<file path="config.mk">
export PLATFORM = sky130hd
export DESIGN_NAME = key_debounce_multi
export DESIGN_NICKNAME = d
export VERILOG_FILES = /design/src/rtl/key_pkg.sv /design/src/rtl/key_debounce_chan.sv /design/src/rtl/key_debounce_multi.sv
export SDC_FILE = /design/constraint.sdc
export NUM_CORES = 1
export LEC_CHECK = 0
export ABC_AREA = 1
export BUFFER_PORTS_ARGS = -buffer_cell sky130_fd_sc_hd__buf_2
export CAP_MARGIN = 5
export CORE_MARGIN = 2
export CORE_UTILIZATION = 50
export DETAILED_ROUTE_END_ITERATION = 10
export PLACE_DENSITY = 0.67
export SYNTH_ARGS = -nofsm -noshare
export SYNTH_HDL_FRONTEND = slang
export SYNTH_SLANG_ARGS = --single-unit
</file>
<file path="constraint.sdc">
create_clock -name i_clk -period 1.92 [get_ports i_clk]
set_clock_uncertainty 0.1 [all_clocks]
set_input_delay 0.096 -clock i_clk [delete_from_list [all_inputs] [get_ports i_clk]]
set_output_delay 0.096 -clock i_clk [all_outputs]
set_load 0.005 [all_outputs]
</file>
<file path="src/rtl/key_pkg.sv">
// Shared constants and helpers for the front-panel key debouncer.
package key_pkg;

  // Defaults sized for a 50 MHz system clock.
  localparam int unsigned DEB_CYCLES_50M = 1048575;
  localparam int unsigned LONG_50M       = 50000000;
  localparam int unsigned REPEAT_50M     = 10000000;

  // Pin level seen while the key is not pressed.
  function automatic logic released_level(input bit active_low);
    return active_low ? 1'b1 : 1'b0;
  endfunction

endpackage

</file>
<file path="src/rtl/key_debounce_chan.sv">
// Single key channel: two-flop synchroniser, stability counter, press/release pulses.
// Optional hold/auto-repeat counter when KEY_DEBOUNCE_REPEAT_EN is defined.
module key_debounce_chan
  import key_pkg::*;
#(
  parameter int unsigned DEBOUNCE_CYCLES = DEB_CYCLES_50M,
  parameter bit          ACTIVE_LOW      = 1'b1,
  parameter int unsigned LONG_CYCLES     = LONG_50M,
  parameter int unsigned REPEAT_CYCLES   = REPEAT_50M
) (
  input  logic i_clk,
  input  logic i_rst,
  input  logic i_key,
  output logic o_key_state,
  output logic o_press,
  output logic o_release,
  output logic o_repeat
);

  localparam int unsigned     CntW   = $clog2(DEBOUNCE_CYCLES);
  localparam logic [CntW-1:0] CntMax = CntW'(DEBOUNCE_CYCLES - 1);

  if (DEBOUNCE_CYCLES < 2 || LONG_CYCLES < 2 || REPEAT_CYCLES < 1) begin : g_param_check
    $error("key_debounce_chan: cycle parameters out of range");
  end

  logic            sync1_q, sync2_q;
  logic            sample;
  logic [CntW-1:0] cnt_q, cnt_d;
  logic            state_q, state_d;
  logic            press_q, press_d;
  logic            release_q, release_d;

  always_comb begin
    sample    = sync2_q ^ ACTIVE_LOW;
    cnt_d     = cnt_q;
    state_d   = state_q;
    press_d   = 1'b0;
    release_d = 1'b0;
    if (sample == state_q) begin
      cnt_d = '0;
    end else if (cnt_q == CntMax) begin
      state_d   = sample;
      cnt_d     = '0;
      press_d   = sample;
      release_d = ~sample;
    end else begin
      cnt_d = cnt_q + CntW'(1);
    end
  end

  always_ff @(posedge i_clk) begin
    if (i_rst) begin
      sync1_q   <= released_level(ACTIVE_LOW);
      sync2_q   <= released_level(ACTIVE_LOW);
      cnt_q     <= '0;
      state_q   <= 1'b0;
      press_q   <= 1'b0;
      release_q <= 1'b0;
    end else begin
      sync1_q   <= i_key;
      sync2_q   <= sync1_q;
      cnt_q     <= cnt_d;
      state_q   <= state_d;
      press_q   <= press_d;
      release_q <= release_d;
    end
  end

  assign o_key_state = state_q;
  assign o_press     = press_q;
  assign o_release   = release_q;

`ifdef KEY_DEBOUNCE_REPEAT_EN
  localparam int unsigned HoldMax = (LONG_CYCLES > REPEAT_CYCLES) ? LONG_CYCLES : REPEAT_CYCLES;
  localparam int unsigned HoldW   = (HoldMax > 2) ? $clog2(HoldMax) : 1;
  localparam logic [HoldW-1:0] LongMax = HoldW'(LONG_CYCLES - 1);
  localparam logic [HoldW-1:0] RepMax  = HoldW'(REPEAT_CYCLES - 1);

  logic [HoldW-1:0] hold_q, hold_d;
  logic             first_q, first_d;
  logic             repeat_q, repeat_d;

  // first_q selects the long initial hold versus the shorter repeat period.
  always_comb begin
    hold_d   = hold_q;
    first_d  = first_q;
    repeat_d = 1'b0;
    if (press_d || !state_q || release_d) begin
      hold_d  = '0;
      first_d = 1'b1;
    end else if ((first_q && hold_q == LongMax) || (!first_q && hold_q == RepMax)) begin
      repeat_d = 1'b1;
      hold_d   = '0;
      first_d  = 1'b0;
    end else begin
      hold_d = hold_q + HoldW'(1);
    end
  end

  always_ff @(posedge i_clk) begin
    if (i_rst) begin
      hold_q   <= '0;
      first_q  <= 1'b1;
      repeat_q <= 1'b0;
    end else begin
      hold_q   <= hold_d;
      first_q  <= first_d;
      repeat_q <= repeat_d;
    end
  end

  assign o_repeat = repeat_q;
`else
  assign o_repeat = 1'b0;
`endif

endmodule

</file>
<file path="src/rtl/key_debounce_multi.sv">
// N-channel push-button debouncer; outputs normalised to pressed = 1.
// Auto-repeat is built only when KEY_DEBOUNCE_REPEAT_EN is defined.
module key_debounce_multi
  import key_pkg::*;
#(
  parameter int unsigned N_KEYS          = 4,
  parameter int unsigned DEBOUNCE_CYCLES = DEB_CYCLES_50M,
  parameter bit          ACTIVE_LOW      = 1'b1,
  parameter int unsigned LONG_CYCLES     = LONG_50M,
  parameter int unsigned REPEAT_CYCLES   = REPEAT_50M
) (
  input  logic              i_clk,
  input  logic              i_rst,
  input  logic [N_KEYS-1:0] i_key,
  output logic [N_KEYS-1:0] o_key_state,
  output logic [N_KEYS-1:0] o_press,
  output logic [N_KEYS-1:0] o_release,
  output logic [N_KEYS-1:0] o_repeat
);

  for (genvar g = 0; g < N_KEYS; g++) begin : g_chan
    key_debounce_chan #(
      .DEBOUNCE_CYCLES(DEBOUNCE_CYCLES),
      .ACTIVE_LOW     (ACTIVE_LOW),
      .LONG_CYCLES    (LONG_CYCLES),
      .REPEAT_CYCLES  (REPEAT_CYCLES)
    ) u_chan (
      .i_clk      (i_clk),
      .i_rst      (i_rst),
      .i_key      (i_key[g]),
      .o_key_state(o_key_state[g]),
      .o_press    (o_press[g]),
      .o_release  (o_release[g]),
      .o_repeat   (o_repeat[g])
    );
  end

endmodule

</file>
==> results.md <==
* All-Layer GR Usage at 17.5%
* Crit start category: flop
* # setup viols final at 0
* CP arrival at 1.81 ns
* Main synth FF type: dfxtp_1
* 1st-iter DRT viols at 127
* HP Class: input port to flop
* Vias in the first global route at 3479
* Run status: completed
* Async set-reset flop share out of synthesis at 0%
* Placement row count at 35
* Final min period at 1.65 ns
* Initial Utilization at 51.6%
* R2R Path End: g_chan[3].u_chan.cnt_q[18]$_SDFF_PP0_
* Clock Tree Root: clkbuf_8
* Vias/cell at 4.65
* Max Used Layer: met4
* Crit Path Class: flop to flop
* Filler instances at 874
* Final WS setup at 0.267 ns
* Post-synthesis sequential area ratio at 42.0%
* Routed via count at 3828
* Synthesis-to-finish area growth at 7.03%
* Cts bufs inserted at 9
* Largest net degree at the start of global routing at 21
* Final period utilization at 86.1%
* Sum of negative setup slack at 0 ns
* Die X at 102 um
* Worst vdd ir at 480 uV
* Post-synth EDFFs at 0
* Post-synth top cells: nand2_1, nor2_1, dfxtp_1
* Routed wl met3 at 288 um
* Max Root-Sink Buffers at 2
* Core area at 9240 sq um
* DRT antenna net count at 0
* Syn_area_per_cell at 7.10 sq um
* Met1 WL at 4.26 mm
* Power, Total at 0.00337 W
* Post-CTS Repair Setup Buffers at 0
* Routability Congestion at 0.842
* Hold path endpoint: g_chan[1].u_chan.sync2_q$_SDFF_PP1_
* CTS tree: yes
* Wire length per cell at 10.2 um
* Max Slew Vio Count at 0
* Hold Crit Start: i_rst
* Crit Path Max Fanout at 5
* H-tree Lvls at 3
* Reg2reg setup slack at 0.27 ns
* Drt drc at 0
* Resize count post-CTS at 0
* Worst-Skew Late Latency at 0.36 ns
* CP endpoint kind: flop
* Share of cells above drive strength 1 at 9.08%
* CP Launch Point: g_chan[3].u_chan.cnt_q[0]$_SDFF_PP0_
* Post-layout util at 55.2%
* Max-Cap Viols at 0
* Global route overflow at 0
* Cell Area, Synth at 4770 sq um
* Hold_buf cts at 5
* Post-DP HPWL at 6.28 mm
* Setup Slack @ Placement at 0.265 ns
* Count leader, synth: nand2_1
* Maximum clock rate at 0.605 GHz
* Detailed Route WL at 8.40 mm
* Number of antenna diodes at 0
* Io pins at 22
* Synth unique cells at 29
* Port bufs at 17
* Critical path data required time at 2.08 ns
* Depth of the worst hold-timing path at 2
* Die ar. at 10300 sq um
* Cells after Synth at 672
* # nets final at 703
* Clock slew at reported path FFs at 0.09 ns
* Met2 WL at 3.76 mm
* FF+latch count, synth at 100
* Largest cells by area after synthesis: dfxtp_1, nand2_1, nor2_1
* Share of the synthesized area in the top cell type at 42.0%
* Power Density at 661 nW/um^2
* Initial antenna violation count at 0
* Reg2Reg Depth at 8
* Clock sink count at 100
* RR Startpoint: g_chan[3].u_chan.cnt_q[0]$_SDFF_PP0_
* Hold Fails Final Rpt at 0
* DIE HEIGHT at 102 um
* Yosys warning total at 0
* Area leader, netlist: dfxtp_1
* Global-route wire length before repair at 14.6 mm
* Pleak at 1.70 nW
* First-pass detailed-route iteration total at 4
* RSZ-0062 raised after global routing: no
[state kept, by name, indices dropped and copies added (netlist names)]
register and flops:
g_chan.u_chan.o_press 4, g_chan.u_chan.sync2_q 4, g_chan.u_chan.o_key_state 4, g_chan.u_chan.o_release 4, g_chan.u_chan.cnt_q 80, g_chan.u_chan.sync1_q 4
[worst max-delay path by stage]
stage / endpoint / slack [ns] / cells after the start
6_report: g_chan[3].u_chan.cnt_q[18]$_SDFF_PP0_ / 0.27 / 8
2_1_floorplan: g_chan[2].u_chan.cnt_q[14]$_SDFF_PP0_ / 0.45 / 8
5_1_grt: g_chan[3].u_chan.cnt_q[18]$_SDFF_PP0_ / 0.05 / 8
3_3_place_gp: g_chan[3].u_chan.cnt_q[18]$_SDFF_PP0_ / 0.35 / 8
3_5_place_dp: g_chan[3].u_chan.cnt_q[18]$_SDFF_PP0_ / 0.27 / 8
4_1_cts: g_chan[3].u_chan.cnt_q[18]$_SDFF_PP0_ / 0.25 / 8
[cells by family after synthesis]
logic type | after synthesis | share of synthesized area [%]
and+or+nand+nor | 408 | 36.3
xor gates and xnor gates | 42 | 7.71
AOI/OAI and AO/OA | 29 | 3.28
other | 1 | 0.0786
buffers and inverters | 84 | 8.55
DFF | 100 | 42.0
adders and majority gates | 8 | 2.10
[worst max-delay path, stage by stage, from the launching register on]
cell and delay, ns:
dfxtp_1 0.40, ha_1 0.21, inv_1 0.06, nor2_2 0.18, nand3_1 0.18, nor2_1 0.23
nand3_1 0.10, nand2_1 0.07, nor2_1 0.04
[report_power, final]
part	leakage, nW	internal, W	switching, W
combinational	0.812	0.0000233	0.0000329
sequential	0.807	0.00208	0.00000669
clock	0.0820	0.000510	0.000720
[through the flow]
stage | hold slack (ns) | cell area (sq um) | instances
2_1_floorplan | 0.0998 | 4780 | 675
3_3_place_gp | 0.196 | 4880 | 802
3_5_place_dp | 0.197 | 4880 | 802
4_1_cts | 0.00569 | 5100 | 823
5_1_grt | 0.00730 | 5100 | 823
6_report | 0.00685 | 5100 | 823
[area by class of cell]
type / instances / area [sq um] / area share, %
sequential: 100 / 2000 / 39.2
timing repair buffer: 25 / 158 / 3.09
clock buffer: 11 / 141 / 2.77
inverter: 62 / 235 / 4.61
multi-input combinational: 491 / 2370 / 46.4
tap: 129 / 161 / 3.16
clock inverter: 5 / 36.3 / 0.711
[layer usage]
metal	GRT usage [%]	vias up
met5	0	-
met4	5.30	0
met3	4.49	12
met2	29.1	53
met1	22.2	1688
li1	-	2075
[cells in the final DEF (no fill, tap or decap), drive strengths merged]
| cell type | instances |
|---|---|
| or2 | 15 |
| buf | 20 |
| nand4 | 7 |
| nor2 | 169 |
| dlygate4sd3 | 5 |
| clkbuf | 11 |
| xor2 | 19 |
| nor3 | 5 |
| ha | 8 |
| nor3b | 1 |
| clkinv | 1 |
| conb | 4 |
| and2 | 1 |
| xnor2 | 23 |
| dfxtp | 100 |
| nand3 | 39 |
| nand2 | 168 |
| a21oi | 20 |
| o21bai | 3 |
| clkinvlp | 3 |
| nand3b | 3 |
| inv | 63 |
| o21ai | 6 |
(Power assumes the default switching activity.)
